`config.mk`:
```
export PLATFORM = sky130hd
export DESIGN_NAME = t05_cb_walker
export DESIGN_NICKNAME = d
export VERILOG_FILES = /design/src/rtl/t05_cb_walker.sv
export SDC_FILE = /design/constraint.sdc
export NUM_CORES = 2
export LEC_CHECK = 0
export ABC_CLOCK_PERIOD_IN_PS = 8790
export BUFFER_PORTS_ARGS = -buffer_cell sky130_fd_sc_hd__buf_2
export CORE_ASPECT_RATIO = 0.5
export CORE_UTILIZATION = 50
export DETAILED_ROUTE_END_ITERATION = 6
export GPL_TIMING_DRIVEN = 0
export PLACE_DENSITY = 0.64
export SLEW_MARGIN = 40
export SYNTH_ARGS = -nofsm -noshare
export SYNTH_HDL_FRONTEND = slang
export SYNTH_SLANG_ARGS = --single-unit
```
`constraint.sdc`:
```
create_clock -name clk -period 8.79 [get_ports clk]
set_input_delay 1.3185 -clock clk [delete_from_list [all_inputs] [get_ports clk]]
set_output_delay 1.3185 -clock clk [all_outputs]
set_load 0.1 [all_outputs]
```
`src/rtl/t05_cb_walker.sv`:
```
// Codebook walker: depth-first, left-first traversal of a Huffman tree, one codeword per leaf.
// Node reads use req/vld; codewords leave through a valid/ready port and stall the walk.
module t05_cb_walker #(
  parameter int SYM_W   = 8,
  parameter int IDX_W   = 7,
  parameter int MAX_LEN = 128,
  parameter int LEN_W   = $clog2(MAX_LEN + 1)
) (
  input  logic               clk,
  input  logic               rst_n,
  input  logic               i_start,
  input  logic [IDX_W-1:0]   i_root_idx,
  output logic               o_node_req,
  output logic [IDX_W-1:0]   o_node_addr,
  input  logic               i_node_vld,
  input  logic [SYM_W:0]     i_node_left,
  input  logic [SYM_W:0]     i_node_right,
  output logic               o_cw_valid,
  input  logic               i_cw_ready,
  output logic [SYM_W-1:0]   o_cw_sym,
  output logic [MAX_LEN-1:0] o_cw_code,
  output logic [LEN_W-1:0]   o_cw_len,
  output logic [SYM_W:0]     o_cw_count,
  output logic               o_busy,
  output logic               o_done,
  output logic               o_err_overflow
);

  localparam int STK_AW = (MAX_LEN > 1) ? $clog2(MAX_LEN) : 1;
  localparam logic [LEN_W-1:0] LEN_MAX = LEN_W'(MAX_LEN);

  typedef enum logic [2:0] {
    S_IDLE,
    S_FETCH,
    S_DESCEND,
    S_EMIT,
    S_BACKTRACK,
    S_DONE,
    S_ERR
  } state_t;

  state_t             r_state;
  state_t             w_state_nxt;
  state_t             w_eval_nxt;

  logic [IDX_W-1:0]   r_cur;
  logic [SYM_W:0]     r_left;
  logic [SYM_W:0]     r_right;
  logic [MAX_LEN-1:0] r_path;
  logic [LEN_W-1:0]   r_len;
  logic [SYM_W-1:0]   r_cw_sym;
  logic [SYM_W:0]     r_cw_count;
  logic               r_err;
  logic [SYM_W:0]     r_stk [MAX_LEN];

  logic               w_at_max;
  logic               w_len_zero;
  logic               w_eval_en;
  logic [SYM_W:0]     w_child;
  logic [SYM_W:0]     w_stk_top;
  logic               w_is_leaf;
  logic               w_is_null;
  logic [STK_AW-1:0]  w_stk_wr_idx;
  logic [STK_AW-1:0]  w_stk_rd_idx;

  assign w_at_max     = (r_len == LEN_MAX);
  assign w_len_zero   = (r_len == '0);
  assign w_stk_wr_idx = STK_AW'(r_len);
  assign w_stk_rd_idx = STK_AW'(r_len - 1'b1);
  assign w_stk_top    = r_stk[w_stk_rd_idx];

  // A child is evaluated on descent (left) or when backtracking flips a left move to right.
  assign w_eval_en = ((r_state == S_DESCEND) && !w_at_max) ||
                     ((r_state == S_BACKTRACK) && !w_len_zero && !r_path[0]);
  assign w_child   = (r_state == S_DESCEND) ? r_left : w_stk_top;
  assign w_is_leaf = !w_child[SYM_W];
  assign w_is_null = w_child[SYM_W] && w_child[SYM_W-1];

  // State register
  always_ff @(posedge clk or negedge rst_n) begin
    if (!rst_n) begin
      r_state <= S_IDLE;
    end else begin
      r_state <= w_state_nxt;
    end
  end

  // Next-state logic
  always_comb begin
    w_eval_nxt = S_FETCH;
    if (w_is_null) begin
      w_eval_nxt = S_BACKTRACK;
    end else if (w_is_leaf) begin
      w_eval_nxt = S_EMIT;
    end
  end

  always_comb begin
    w_state_nxt = r_state;
    case (r_state)
      S_IDLE: begin
        if (i_start) begin
          w_state_nxt = S_FETCH;
        end
      end
      S_FETCH: begin
        if (i_node_vld) begin
          w_state_nxt = S_DESCEND;
        end
      end
      S_DESCEND: begin
        if (w_at_max) begin
          w_state_nxt = S_ERR;
        end else begin
          w_state_nxt = w_eval_nxt;
        end
      end
      S_EMIT: begin
        if (i_cw_ready) begin
          w_state_nxt = S_BACKTRACK;
        end
      end
      S_BACKTRACK: begin
        if (w_len_zero) begin
          w_state_nxt = S_DONE;
        end else if (!r_path[0]) begin
          w_state_nxt = w_eval_nxt;
        end
      end
      S_DONE:  w_state_nxt = S_IDLE;
      S_ERR:   w_state_nxt = S_IDLE;
      default: w_state_nxt = S_IDLE;
    endcase
  end

  // Output decode
  always_comb begin
    o_node_req = (r_state == S_FETCH);
    o_cw_valid = (r_state == S_EMIT);
    o_busy     = (r_state != S_IDLE);
    o_done     = (r_state == S_DONE);
  end

  assign o_node_addr    = r_cur;
  assign o_cw_sym       = r_cw_sym;
  assign o_cw_code      = r_path;
  assign o_cw_len       = r_len;
  assign o_cw_count     = r_cw_count;
  assign o_err_overflow = r_err;

  // Walk datapath; path bits at or above len are kept zero by construction
  always_ff @(posedge clk or negedge rst_n) begin
    if (!rst_n) begin
      r_cur      <= '0;
      r_left     <= '0;
      r_right    <= '0;
      r_path     <= '0;
      r_len      <= '0;
      r_cw_sym   <= '0;
      r_cw_count <= '0;
      r_err      <= 1'b0;
    end else begin
      case (r_state)
        S_IDLE: begin
          if (i_start) begin
            r_cur      <= i_root_idx;
            r_path     <= '0;
            r_len      <= '0;
            r_cw_count <= '0;
            r_err      <= 1'b0;
          end
        end
        S_FETCH: begin
          if (i_node_vld) begin
            r_left  <= i_node_left;
            r_right <= i_node_right;
          end
        end
        S_DESCEND: begin
          if (!w_at_max) begin
            r_path <= {r_path[MAX_LEN-2:0], 1'b0};
            r_len  <= r_len + 1'b1;
          end
        end
        S_EMIT: begin
          if (i_cw_ready) begin
            r_cw_count <= r_cw_count + 1'b1;
          end
        end
        S_BACKTRACK: begin
          if (!w_len_zero) begin
            if (!r_path[0]) begin
              r_path[0] <= 1'b1;
            end else begin
              r_path <= r_path >> 1;
              r_len  <= r_len - 1'b1;
            end
          end
        end
        S_ERR: r_err <= 1'b1;
        default: ;
      endcase

      if (w_eval_en) begin
        if (w_is_leaf) begin
          r_cw_sym <= w_child[SYM_W-1:0];
        end else if (!w_is_null) begin
          r_cur <= w_child[IDX_W-1:0];
        end
      end
    end
  end

  // Pending right children; contents are only read back after being written in this walk
  always_ff @(posedge clk) begin
    if ((r_state == S_DESCEND) && !w_at_max) begin
      r_stk[w_stk_wr_idx] <= r_right;
    end
  end

endmodule

```
==> flow_metrics.env <==
export IMPL_rsz0062_at_grt="false"
export IMPL_final_cell_mix="edfxtp_1 (1152), mux4_2 (331), nor2_1 (271), buf_2 (246), dfrtp_1 (173)"
export IMPL_ys_seq_area_share_pct=73.83
export IMPL_clock_sinks=1334
export IMPL_path_delay_family="buffers and inverters"
export IMPL_cts_buffers=113
export IMPL_relSlewSlack_pct=32.80
export IMPL_synth_edf_count=1152
export IMPL_cp_required_ns=9.36
export IMPL_avgViaCountPerCell=6.472
export IMPL_status="completed"
export IMPL_grt_util_all_layers_pct=28.15
export IMPL_syn_nets=2837
export IMPL_syn_inst=2803
export IMPL_async_reset_ff_share_pct=13.64
export IMPL_place_congestion=0.9692
export IMPL_setup_violations=0
export IMPL_synth_cell_type_count=70
export IMPL_final_max_slew_viol_count=0
export IMPL_synth_ff_type="edfxtp_1"
export IMPL_nets=3174
export IMPL_critPathMaxStageDelay_ns=0.92
export IMPL_wirelength_um=151200
export IMPL_worstPathArrival_ns=8.24
export IMPL_chipWidth_um=462.5
export IMPL_hold_violations=0
export IMPL_drv_cap=0
export IMPL_ctsHoldBuffers=0
export IMPL_num_fill_cells=7803
export IMPL_critical_path_class="reg2reg"
export IMPL_syn_area_per_cell_um2=18.92
export IMPL_r2r_slack_ns=1.12
export IMPL_overflow=0
export IMPL_ant_nets=0
export IMPL_syn_area_um2=53020
export IMPL_tightest_slew_ns=1.006
export IMPL_critPathSlowestCell="ha_1"
export IMPL_yosys_warnings=0
export IMPL_drive_gt1_share_pct=31.01
export IMPL_drtIter0Drc=4223
export IMPL_clk_latency_ns=0.75
export IMPL_ios=195
export IMPL_multiInputGateArea_um2=13420
export IMPL_cp_max_fo=10
export IMPL_post_drt_wl_per_cell_um=32.43
export IMPL_fin_worst_skew_ns=0.03388
export IMPL_fp_dieH_um=232.3
export IMPL_finalCritPeriodShare_pct=87.26
export IMPL_vias=30170
export IMPL_grt_pass1_vias=28970
export IMPL_initial_core_util_pct=50.45
export IMPL_seqCellArea_um2=39180
export IMPL_grt_pass1_wl_um=213100
export IMPL_die_area_um2=107400
export IMPL_area_delta_synth_final_pct=14.58
export IMPL_tns_ns=0
export IMPL_fin_crit_ns=7.670
export IMPL_grt_max_degree=68
export IMPL_route_detailed_drc=0
export IMPL_end_kind="flop"
export IMPL_reg2reg_to="o_node_addr[2]"
export IMPL_path_clk_slew_ns=0.07
export IMPL_fmax_ghz=0.1304
export IMPL_timing_rr_start="o_cw_len[0]"
export IMPL_path_buf_inv=7
export IMPL_core_um2=105100
export IMPL_yosys_top_cells_area="edfxtp_1 (65%), mux4_2 (14%), dfrtp_1 (8.6%), nor2_1 (2.8%), a221oi_1 (2.1%)"
export IMPL_cp_start_kind="flop"
export IMPL_yosysTopAreaCellShare_pct=65.24
export IMPL_layout_commonest_cell="edfxtp_1"
export IMPL_portBuffers=194
export IMPL_ys_seq_elements=1334
export IMPL_dpl_hpwl_um=103400
export IMPL_root_buffer="clkbuf_16"
export IMPL_path_cells="buf_4, buf_4, clkinv_1, ha_1, buf_2, buf_4, buf_2, buf_2, mux4_2, mux4_2, nand2_1, nand3_1, a311o_1, o21ai_0, mux2i_1"
export IMPL_synth_top_area_cell="edfxtp_1"
export IMPL_antenna_found_initial=4
export IMPL_post_cts_setup_buffers=0
export IMPL_drt_first_pass_iters=6
export IMPL_hold_class="in2async"
export IMPL_clockBufferDepth=3
export IMPL_tritoncts="built"
export IMPL_fp_row_count=84
export IMPL_htree_levels=3
export IMPL_rr_worst_depth=15
export IMPL_cts_resized=0
## sequential cells by signal, indices dropped and copies added (netlist names)
| name | flops |
|---|---|
| r_stk | 1152 |
| o_cw_code | 128 |
| o_node_addr | 7 |
| r_left | 9 |
| r_right | 9 |
| o_cw_count | 9 |
| o_cw_len | 8 |
| o_cw_sym | 8 |
| r_state | 3 |
| o_err_overflow | 1 |
## cell usage after synthesis, drive strengths merged (23+ instances only)
library cell,instances
a21oi,23
a221oi,127
buf,70
clkbuf,107
dfrtp,182
edfxtp,1152
mux2,23
mux2i,52
mux4,336
nand2,93
nand3,31
nor2,397
o21ai,29
## through the flow
step | area (um2) | cells | util [%] | worst slack (ns) | hold slack [ns]
finish | 60750 | 4662 | 57.80 | 1.120 | 0.4261
global route | 60750 | 4662 | 57.80 | 1.238 | 0.4033
detailed placement | 56670 | 4443 | 53.92 | 1.382 | 0.4874
floorplan | 53020 | 2803 | - | 4.095 | 0.4753
global placement | 55770 | 4416 | 53.06 | 0.9001 | 0.4807
CTS | 60680 | 4659 | 57.74 | 1.390 | 0.3827
## worst max path at each step
stage | from | to | cells past startpoint
final | o_cw_len[0] | o_node_addr[2] | 15
after detailed placement | o_cw_len[0] | o_node_addr[6] | 15
after CTS | o_cw_len[0] | o_node_addr[6] | 15
after floorplan | o_cw_len[0] | o_node_addr[1] | 14
after global routing | o_cw_len[0] | o_node_addr[3] | 15
after global placement | o_cw_len[0] | o_node_addr[2] | 15
## cell families (layout without fill, tap and decap cells)
family	after synthesis	in the layout	synth area share [%]
other cells	0	2	0
compound gates	259	259	3.896
mux	411	411	15.78
fa+ha+maj	4	4	0.09439
simple gates	591	591	4.618
flops	1334	1334	73.83
xor+xnor	12	12	0.2124
buf+inv	192	630	1.574
## per-layer routing
| metal | global-route usage, % | part of all wire [%] | wire, um |
|---|---|---|---|
| met5 | 0 | 0 | 0 |
| met4 | 8.347 | 3.2 | 4820 |
| met3 | 7.168 | 12 | 17470 |
| met2 | 40.99 | 44 | 66600 |
| met1 | 42.09 | 41 | 62310 |
## final cells by class
cell class	count	area share (%)
inverter	15	0.09268
multi-input combinational	1277	22.09
antenna	2	0.008238
buffer	177	1.357
sequential	1334	64.49
clock buffer	140	5.011
tap	1419	2.922
timing repair buffer	222	2.428
clock inverter	76	1.598
Power is left out: the tool's default activity adds up to more than one toggle a clock period on the data nets, which glitch-free logic cannot reach.
